**src/rtl/mastermind_pkg.sv**
```systemverilog
// Shared Mastermind types: guess-timer FSM states and the BCD digit width.
package mastermind_pkg;

  localparam int unsigned DIGIT_W = 4;

  typedef enum logic [1:0] {
    IDLE    = 2'd0,
    RUNNING = 2'd1,
    PAUSED  = 2'd2,
    EXPIRED = 2'd3
  } guess_timer_state_t;

endpackage

```
**src/rtl/mastermind_guess_timer_if.sv**
```systemverilog
// Control and status bundle between the game controller (master) and the guess timer (slave).
interface mastermind_guess_timer_if
  import mastermind_pkg::*;
#(
  parameter int unsigned SEC_W = 7
);
  logic               tick;
  logic               start;
  logic               pause;
  logic               guess_done;
  logic [SEC_W-1:0]   secs_left;
  logic [DIGIT_W-1:0] bcd_tens;
  logic [DIGIT_W-1:0] bcd_ones;
  logic               running;
  logic               expired;
  logic               timeout;
  logic               warn;

  modport master (
    output tick, start, pause, guess_done,
    input  secs_left, bcd_tens, bcd_ones, running, expired, timeout, warn
  );

  modport slave (
    input  tick, start, pause, guess_done,
    output secs_left, bcd_tens, bcd_ones, running, expired, timeout, warn
  );
endinterface

```
**src/rtl/mastermind_bin2bcd.sv**
```systemverilog
// Combinational binary (0..99) to two BCD digits; shared with the score display.
module mastermind_bin2bcd
  import mastermind_pkg::*;
#(
  parameter int unsigned BIN_W = 7
) (
  input  logic [BIN_W-1:0]   bin,
  output logic [DIGIT_W-1:0] tens,
  output logic [DIGIT_W-1:0] ones
);
  int unsigned val;

  always_comb begin
    val  = 32'(bin);
    tens = DIGIT_W'(val / 10);
    ones = DIGIT_W'(val % 10);
  end
endmodule

```
**src/rtl/mastermind_guess_timer.sv**
```systemverilog
// Per-guess countdown timer: tick prescaler, seconds countdown, timeout pulse and warn.
// Define WARN_BLINK_EN to make warn blink once per second instead of holding steady.
module mastermind_guess_timer
  import mastermind_pkg::*;
#(
  parameter int unsigned TICKS_PER_SEC = 5,
  parameter int unsigned TIME_LIMIT    = 30,
  parameter int unsigned WARN_THRESH   = 5,
  parameter int unsigned SEC_W         = 7
) (
  input logic                     clock,
  input logic                     reset_n,
  mastermind_guess_timer_if.slave bus
);
  localparam int unsigned PRE_W = (TICKS_PER_SEC > 1) ? $clog2(TICKS_PER_SEC) : 1;

  guess_timer_state_t state_q, state_d;
  logic [SEC_W-1:0]   secs_q, secs_d;
  logic [PRE_W-1:0]   presc_q, presc_d;
  logic               timeout_q, timeout_d;
  logic               warn_q, warn_d;
  logic               warn_cond;
  logic               sec_edge;

  // Priority: start > guess_done > pause > tick.
  always_comb begin
    state_d   = state_q;
    secs_d    = secs_q;
    presc_d   = presc_q;
    timeout_d = 1'b0;
    sec_edge  = 1'b0;
    if (bus.start) begin
      secs_d  = SEC_W'(TIME_LIMIT);
      presc_d = '0;
      state_d = bus.pause ? PAUSED : RUNNING;
    end else if (bus.guess_done && (state_q == RUNNING || state_q == PAUSED)) begin
      state_d = IDLE;
    end else begin
      unique case (state_q)
        RUNNING: begin
          if (bus.pause) begin
            state_d = PAUSED;
          end else if (bus.tick) begin
            if (presc_q == PRE_W'(TICKS_PER_SEC - 1)) begin
              presc_d  = '0;
              sec_edge = 1'b1;
              if (secs_q <= SEC_W'(1)) begin
                secs_d    = '0;
                state_d   = EXPIRED;
                timeout_d = 1'b1;
              end else begin
                secs_d = secs_q - SEC_W'(1);
              end
            end else begin
              presc_d = presc_q + PRE_W'(1);
            end
          end
        end
        PAUSED:  if (!bus.pause) state_d = RUNNING;
        default: ;
      endcase
    end
  end

  // Evaluated on next-state values so warn lines up with secs_left.
  assign warn_cond = (state_d == RUNNING) && (secs_d <= SEC_W'(WARN_THRESH));

`ifdef WARN_BLINK_EN
  logic warn_cond_q;

  always_comb begin
    warn_d = 1'b0;
    if (warn_cond) begin
      if (!warn_cond_q)  warn_d = 1'b1;
      else if (sec_edge) warn_d = ~warn_q;
      else               warn_d = warn_q;
    end
  end

  always_ff @(posedge clock) begin
    if (!reset_n) warn_cond_q <= 1'b0;
    else          warn_cond_q <= warn_cond;
  end
`else
  assign warn_d = warn_cond;
`endif

  always_ff @(posedge clock) begin
    if (!reset_n) begin
      state_q   <= IDLE;
      secs_q    <= '0;
      presc_q   <= '0;
      timeout_q <= 1'b0;
      warn_q    <= 1'b0;
    end else begin
      state_q   <= state_d;
      secs_q    <= secs_d;
      presc_q   <= presc_d;
      timeout_q <= timeout_d;
      warn_q    <= warn_d;
    end
  end

  assign bus.secs_left = secs_q;
  assign bus.running   = (state_q == RUNNING);
  assign bus.expired   = (state_q == EXPIRED);
  assign bus.timeout   = timeout_q;
  assign bus.warn      = warn_q;

  mastermind_bin2bcd #(
    .BIN_W (SEC_W)
  ) u_bin2bcd (
    .bin  (secs_q),
    .tens (bus.bcd_tens),
    .ones (bus.bcd_ones)
  );
endmodule

```
**src/flat_wrapper.sv**
```systemverilog
// flat-port wrapper written by rule: the top's interface ports become plain ports
module mastermind_guess_timer_flat import mastermind_pkg::*;
#(
  parameter int unsigned TICKS_PER_SEC = 5,
  parameter int unsigned TIME_LIMIT    = 30,
  parameter int unsigned WARN_THRESH   = 5,
  parameter int unsigned SEC_W         = 7
)
  (clock, reset_n, bus_tick, bus_start, bus_pause, bus_guess_done, bus_secs_left, bus_bcd_tens, bus_bcd_ones, bus_running, bus_expired, bus_timeout, bus_warn);
  mastermind_guess_timer_if #(.SEC_W(SEC_W)) bus_i ();
  input logic clock;
  input logic reset_n;
  input wire logic [$bits(bus_i.tick)-1:0] bus_tick;
  input wire logic [$bits(bus_i.start)-1:0] bus_start;
  input wire logic [$bits(bus_i.pause)-1:0] bus_pause;
  input wire logic [$bits(bus_i.guess_done)-1:0] bus_guess_done;
  output wire logic [$bits(bus_i.secs_left)-1:0] bus_secs_left;
  output wire logic [$bits(bus_i.bcd_tens)-1:0] bus_bcd_tens;
  output wire logic [$bits(bus_i.bcd_ones)-1:0] bus_bcd_ones;
  output wire logic [$bits(bus_i.running)-1:0] bus_running;
  output wire logic [$bits(bus_i.expired)-1:0] bus_expired;
  output wire logic [$bits(bus_i.timeout)-1:0] bus_timeout;
  output wire logic [$bits(bus_i.warn)-1:0] bus_warn;
  assign bus_i.tick = bus_tick;
  assign bus_i.start = bus_start;
  assign bus_i.pause = bus_pause;
  assign bus_i.guess_done = bus_guess_done;
  assign bus_secs_left = bus_i.secs_left;
  assign bus_bcd_tens = bus_i.bcd_tens;
  assign bus_bcd_ones = bus_i.bcd_ones;
  assign bus_running = bus_i.running;
  assign bus_expired = bus_i.expired;
  assign bus_timeout = bus_i.timeout;
  assign bus_warn = bus_i.warn;
  mastermind_guess_timer #(.TICKS_PER_SEC(TICKS_PER_SEC), .TIME_LIMIT(TIME_LIMIT), .WARN_THRESH(WARN_THRESH), .SEC_W(SEC_W)) u_core (.clock(clock), .reset_n(reset_n), .bus(bus_i));
endmodule
```
**config.mk**
```make
export PLATFORM = sky130hd
export DESIGN_NAME = mastermind_guess_timer_flat
export DESIGN_NICKNAME = d
export VERILOG_FILES = /design/src/rtl/mastermind_pkg.sv /design/src/rtl/mastermind_guess_timer_if.sv /design/src/rtl/mastermind_bin2bcd.sv /design/src/rtl/mastermind_guess_timer.sv /design/src/flat_wrapper.sv
export SDC_FILE = /design/constraint.sdc
export NUM_CORES = 1
export LEC_CHECK = 0
export CORE_UTILIZATION = 36
export CTS_CLUSTER_SIZE = 12
export DETAILED_ROUTE_END_ITERATION = 10
export GPL_ROUTABILITY_DRIVEN = 0
export GPL_TIMING_DRIVEN = 0
export HOLD_SLACK_MARGIN = 0.02
export SLEW_MARGIN = 0
export SYNTH_ARGS = -nofsm -noshare
export SYNTH_HDL_FRONTEND = slang
export SYNTH_SLANG_ARGS = --single-unit
```
**constraint.sdc**
```tcl
create_clock -name clock -period 5.38 [get_ports clock]
set_input_delay 1.076 -clock clock [delete_from_list [all_inputs] [get_ports clock]]
set_output_delay 1.076 -clock clock [all_outputs]
set_load 0.02 [all_outputs]
```
Yosys cells after proc, flatten, opt, wreduce, memory -nomap -nowiden
Cells that the tools add are included.

$add $sub $neg: 2. Divide/modulo/power cells: 2. Magnitude comparators: 2. Eq/ne operators: 5. Multiplexer cells: 18. Bitwise operators: 6. Reductions and logical operators: 6.

Operators with widths (count): 7-bit 2-to-1 mux (7); 7-bit by 4-bit divider with 32-bit output (second input constant) (1); 7-bit by 4-bit modulo with 32-bit output (second input constant) (1); 2-bit 2-to-1 mux (8); 7-bit by 1-bit <= comparator with 1-bit output (second input constant) (1); 7-bit by 3-bit <= comparator with 1-bit output (second input constant) (1); 7-bit OR reduction (1); 7-bit by 1-bit subtractor with 7-bit output (second input constant) (1); 1-bit NOT (6); 2-bit by 1-bit == test with 1-bit output (second input constant) (2); 2-bit == test (second input constant) (2); 2-bit one-hot mux with 2 select lines (1); 4-bit AND reduction (1); 3-bit by 1-bit adder with 3-bit output (second input constant) (1); 3-bit == test (second input constant) (1); 3-bit 2-to-1 mux (1); 1-bit logical AND (2); 2-bit OR reduction (1); 1-bit logical OR (1); 1-bit 2-to-1 mux (1).

Register bits: 14. Bits of input ports: 6.

Depth between registers and ports, before layout
Depth in word-level cells: 10. Mapped depth: 11.

Modules after synthesis
Synthesis repeated with hierarchy kept, for this count alone.

Cell total of the unflattened synthesis: 199. Area, all modules: 1539.0 um^2.

Modules (own cells, without submodules): mastermind_guess_timer (instances 1, cells an instance 114, area an instance 957.2 um^2); mastermind_bin2bcd (instances 1, cells an instance 85, area an instance 581.8 um^2).

Worst setup path before layout
No wires, ideal clock.

Kind: flip-flop to output port. Start point: register u_core.secs_q[4] (netlist: u_core.bus.secs_left[4]). End point: output port bus_bcd_ones[2]. Data arrival time: 2.791 ns. Required time: 4.304 ns. Path slack: 1.513 ns. Stages on the path, launching flop included: 11. Cells stage by stage: dfxtp_1 > buf_4 > nor2_1 > inv_1 > ha_1 > inv_1 > a21oi_1 > or4_1 > a211o_1 > or4b_1 > nand4_1.

Cells in the longest elaborated chain, start to end: 1.

Ends and longest elaborated chain: start: declaration (line mastermind_guess_timer.sv:18) `logic [SEC_W-1:0] secs_q, secs_d;`; start signal: assignment (line mastermind_guess_timer.sv:97) `secs_q <= secs_d;`; 7-bit by 4-bit modulo with 32-bit output (line mastermind_bin2bcd.sv:16) `ones = DIGIT_W'(val % 10);`; end: declaration (line flat_wrapper.sv:19) `output wire logic [$bits(bus_i.bcd_ones)-1:0] bus_bcd_ones;`.

No other way between the ends.

Worst setup path after layout
Same ends and word-level chain as after synthesis.

==> key figures <==
Routing
  – Drt wl/cell: 13.1 um
  – DR vias: 1,565
  – Drt pass-1 iters: 4
  – Antenna Nets Post-Route: 0
  – Post-route DRC violation count: 0
  – DR iter-0 viols: 118
  – Routed wire length: 3720 um
  – Vias per inst: 5.53

Die
  – Die Ht: 66.9 um
  – Die area: 4480 um2
  – Core area: 4030 um2
  – Initial Utilization: 0.377
  – Row count: 23
  – Io pins: 25
  – Die Wd: 66.9 um

Clock tree
  – CTS Buffer Depth: 2
  – Clk_lat worst skew: 240 ps
  – Reg clk slew, reported paths: 60 ps
  – TritonCTS clock tree: yes
  – Root Driver: clkbuf_8
  – CTS sink count: 14
  – Num CTS Buffers: 3
  – Post-CTS Setup Bufs: 0
  – Post-CTS Resized: 0
  – Hold-fix buffers, CTS: 0
  – H-tree depth: 1

STA
  – Max Fclk: 204 MHz
  – Max Transition Viols Final: 0
  – Worst slew pin tran: 447 ps
  – Fin crit period: 4890 ps
  – Setup TNS: 0 ps
  – Final period util: 0.909
  – Max-slew headroom: 0.702
  – Final setup viols: 0
  – Clock skew: 4.88 ps
  – Final Hold Fails: 0
  – Unrepaired setup endpoints after global routing: false

Critical path
  – R2r setup slk: 2810 ps
  – CP Cell Sequence: buf_4 -> nor2_1 -> inv_1 -> ha_1 -> nand2b_1 -> o21ai_0 -> a21oi_1 -> or2_2 -> or4b_1 -> nand4_1 -> clkdlybuf4s50_1
  – Slowest CP cell: clkdlybuf4s50_1
  – CP bufs+invs: 3
  – CP Class: reg -> out
  – Worst EP arrival: 3810 ps
  – Delay-heaviest family, CP: simple AND/OR/NAND/NOR gates
  – CP required: 4300 ps
  – Startpoint types: flop
  – Crit path largest cell delay: 600 ps
  – CP endpoint kind: primary output
  – Worst Path Max Fanout: 8

Power
  – Switching share of power: 0.306
  – Worst vdd ir: 0.117 mV
  – P_int: 0.217 mW
  – Gate power share: 0.319
  – Net switching power: 0.0956 mW
  – Pwr Density: 167 nW/um2
  – Flop pwr share: 0.353
  – Clock share of power: 0.328
  – P_leak: 0.737 nW

Logic synthesis
  – Post-Syn Area per Cell: 7.37 um2
  – EDFF count, synth: 0
  – Synth unique cells: 64
  – Syn nets: 222
  – Synth warn: 0
  – Cell area after synthesis: 1520 um2
  – Top FF cell, synth: dfxtp_1
  – #FFs+latches synth: 14
  – Gate Count Post-Synth: 206
  – Sequential cell area fraction in the yosys report: 0.185
  – Ys async rst share: 0

Cells and area
  – Layout overhead on the synthesized area: 22.9%
  – Final #Nets: 250
  – Layout cells sized above 1: 0.120
  – Fill cell count: 420
  – Commonest cells after routing, fill and taps aside: 23 x clkdlybuf4s50_1, 21 x a21oi_1, 20 x nor2_1
  – Diodes inserted: 0
  – Design area: 1870 um2
  – Commonest non-fill, non-tap cell in the layout: clkdlybuf4s50_1

Worst hold path
  – Hold Crit Class: reg -> reg

Placement
  – IO buf count: 23
  – Placed Instance Area: 1810 um2
  – DP HPWL: 2820 um

Global routing
  – GR Util All Layers: 0.185
  – Vias in the first global route: 1,447
  – Congestion Overflow GR: 0
  – Antenna violations before repair: 0
  – First-pass GRT wire length: 6490 um
  – Largest net degree at the start of global routing: 11

Outcome
  – Outcome: complete, no violations

Run
  – Max_cap viols: 0
## worst reg2reg max path, stage by stage, from the launching register on
cell	delay [ps]
dfxtp_1	410
inv_1	60
ha_1	360
nand2b_1	220
nand3_1	120
clkbuf_1	340
nor4b_1	100
a211oi_1	310
o211ai_1	150
a2111oi_1	380
## stage by stage
| step | instances | worst slack, ps | power [mW] | util | hold slack, ps |
|---|---|---|---|---|---|
| 5_1_grt | 283 | 160 | 0.331 | 0.463 | 530 |
| 3_3_place_gp | 279 | 742 | 0.212 | 0.449 | 476 |
| 3_5_place_dp | 279 | 748 | 0.212 | 0.449 | 488 |
| 6_report | 283 | 489 | 0.312 | 0.463 | 495 |
| 4_1_cts | 283 | 478 | 0.317 | 0.463 | 499 |
| 2_1_floorplan | 206 | 1510 | 0.180 | - | 462 |
## cells in the mapped netlist, types with 3 or more instances
master    instances  area [um2]
a21oi_1          21         105
nor2_1           20        75.1
dfxtp_1          14         280
inv_1            14        52.6
nand2_1          12        45.0
ha_1             10         125
o21ai_0          10        50.1
nor3_1            9        45.0
and2_1            4        25.0
nand2b_1          4        25.0
nor2b_1           4        25.0
o21a_1            4        30.0
a211o_1           3        26.3
and3_1            3        18.8
and3b_1           3        26.3
buf_2             3        15.0
buf_4             3        22.5
clkbuf_1          3        11.3
o211ai_1          3        22.5
o31a_1            3        26.3
o31ai_1           3        22.5
or4_1             3        22.5
## power groups by stage
stage | registers, mW | clock network (mW) | logic, mW
after detailed placement | 0.113 | 0 | 0.0988
after global routing | 0.111 | 0.110 | 0.111
after CTS | 0.110 | 0.107 | 0.0993
after floorplan | 0.115 | 0 | 0.0655
final | 0.110 | 0.102 | 0.0996
after global placement | 0.113 | 0 | 0.0995
## flip-flops by register name (all words and copies together), names as in the netlist
register and cells:
u_core.bus.secs_left 7, u_core.bus.timeout 1, u_core.bus.warn 1, u_core.state_q 2, u_core.presc_q 3
## worst paths after layout
path | to | from | depth (start not counted)
setup / recovery | bus_bcd_ones[2] | u_core.bus.secs_left[4]$_SDFF_PN0_ | 11
hold / removal | u_core.presc_q[1]$_SDFFE_PP0P_ | u_core.presc_q[1]$_SDFFE_PP0P_ | 2
setup reg to reg | u_core.bus.warn$_SDFF_PN0_ | u_core.state_q[0]$_SDFF_PN0_ | 9
hold reg to reg | u_core.presc_q[1]$_SDFFE_PP0P_ | u_core.presc_q[1]$_SDFFE_PP0P_ | 2
## cell type report
type / count / area, um2 / area share
tap: 50 / 62.6 / 0.0335
multi-input combinational: 165 / 1090 / 0.586
timing repair buffer: 23 / 230 / 0.123
clock buffer: 4 / 55.1 / 0.0295
buffer: 13 / 92.6 / 0.0496
sequential: 14 / 280 / 0.150
inverter: 14 / 52.6 / 0.0282
## kinds of logic after synthesis
family / synth area share
compound gates: 0.312
simple gates: 0.312
xor+xnor: 0.00577
fa+ha+maj: 0.0890
flops: 0.185
buf+inv: 0.0956
## per-layer routing
metal | routed length [um] | track usage
met5 | 0 | 0
met4 | 36 | 0.0559
met3 | 99 | 0.0120
met2 | 1750 | 0.321
met1 | 1830 | 0.241
Power figures use the tool's default switching activity.
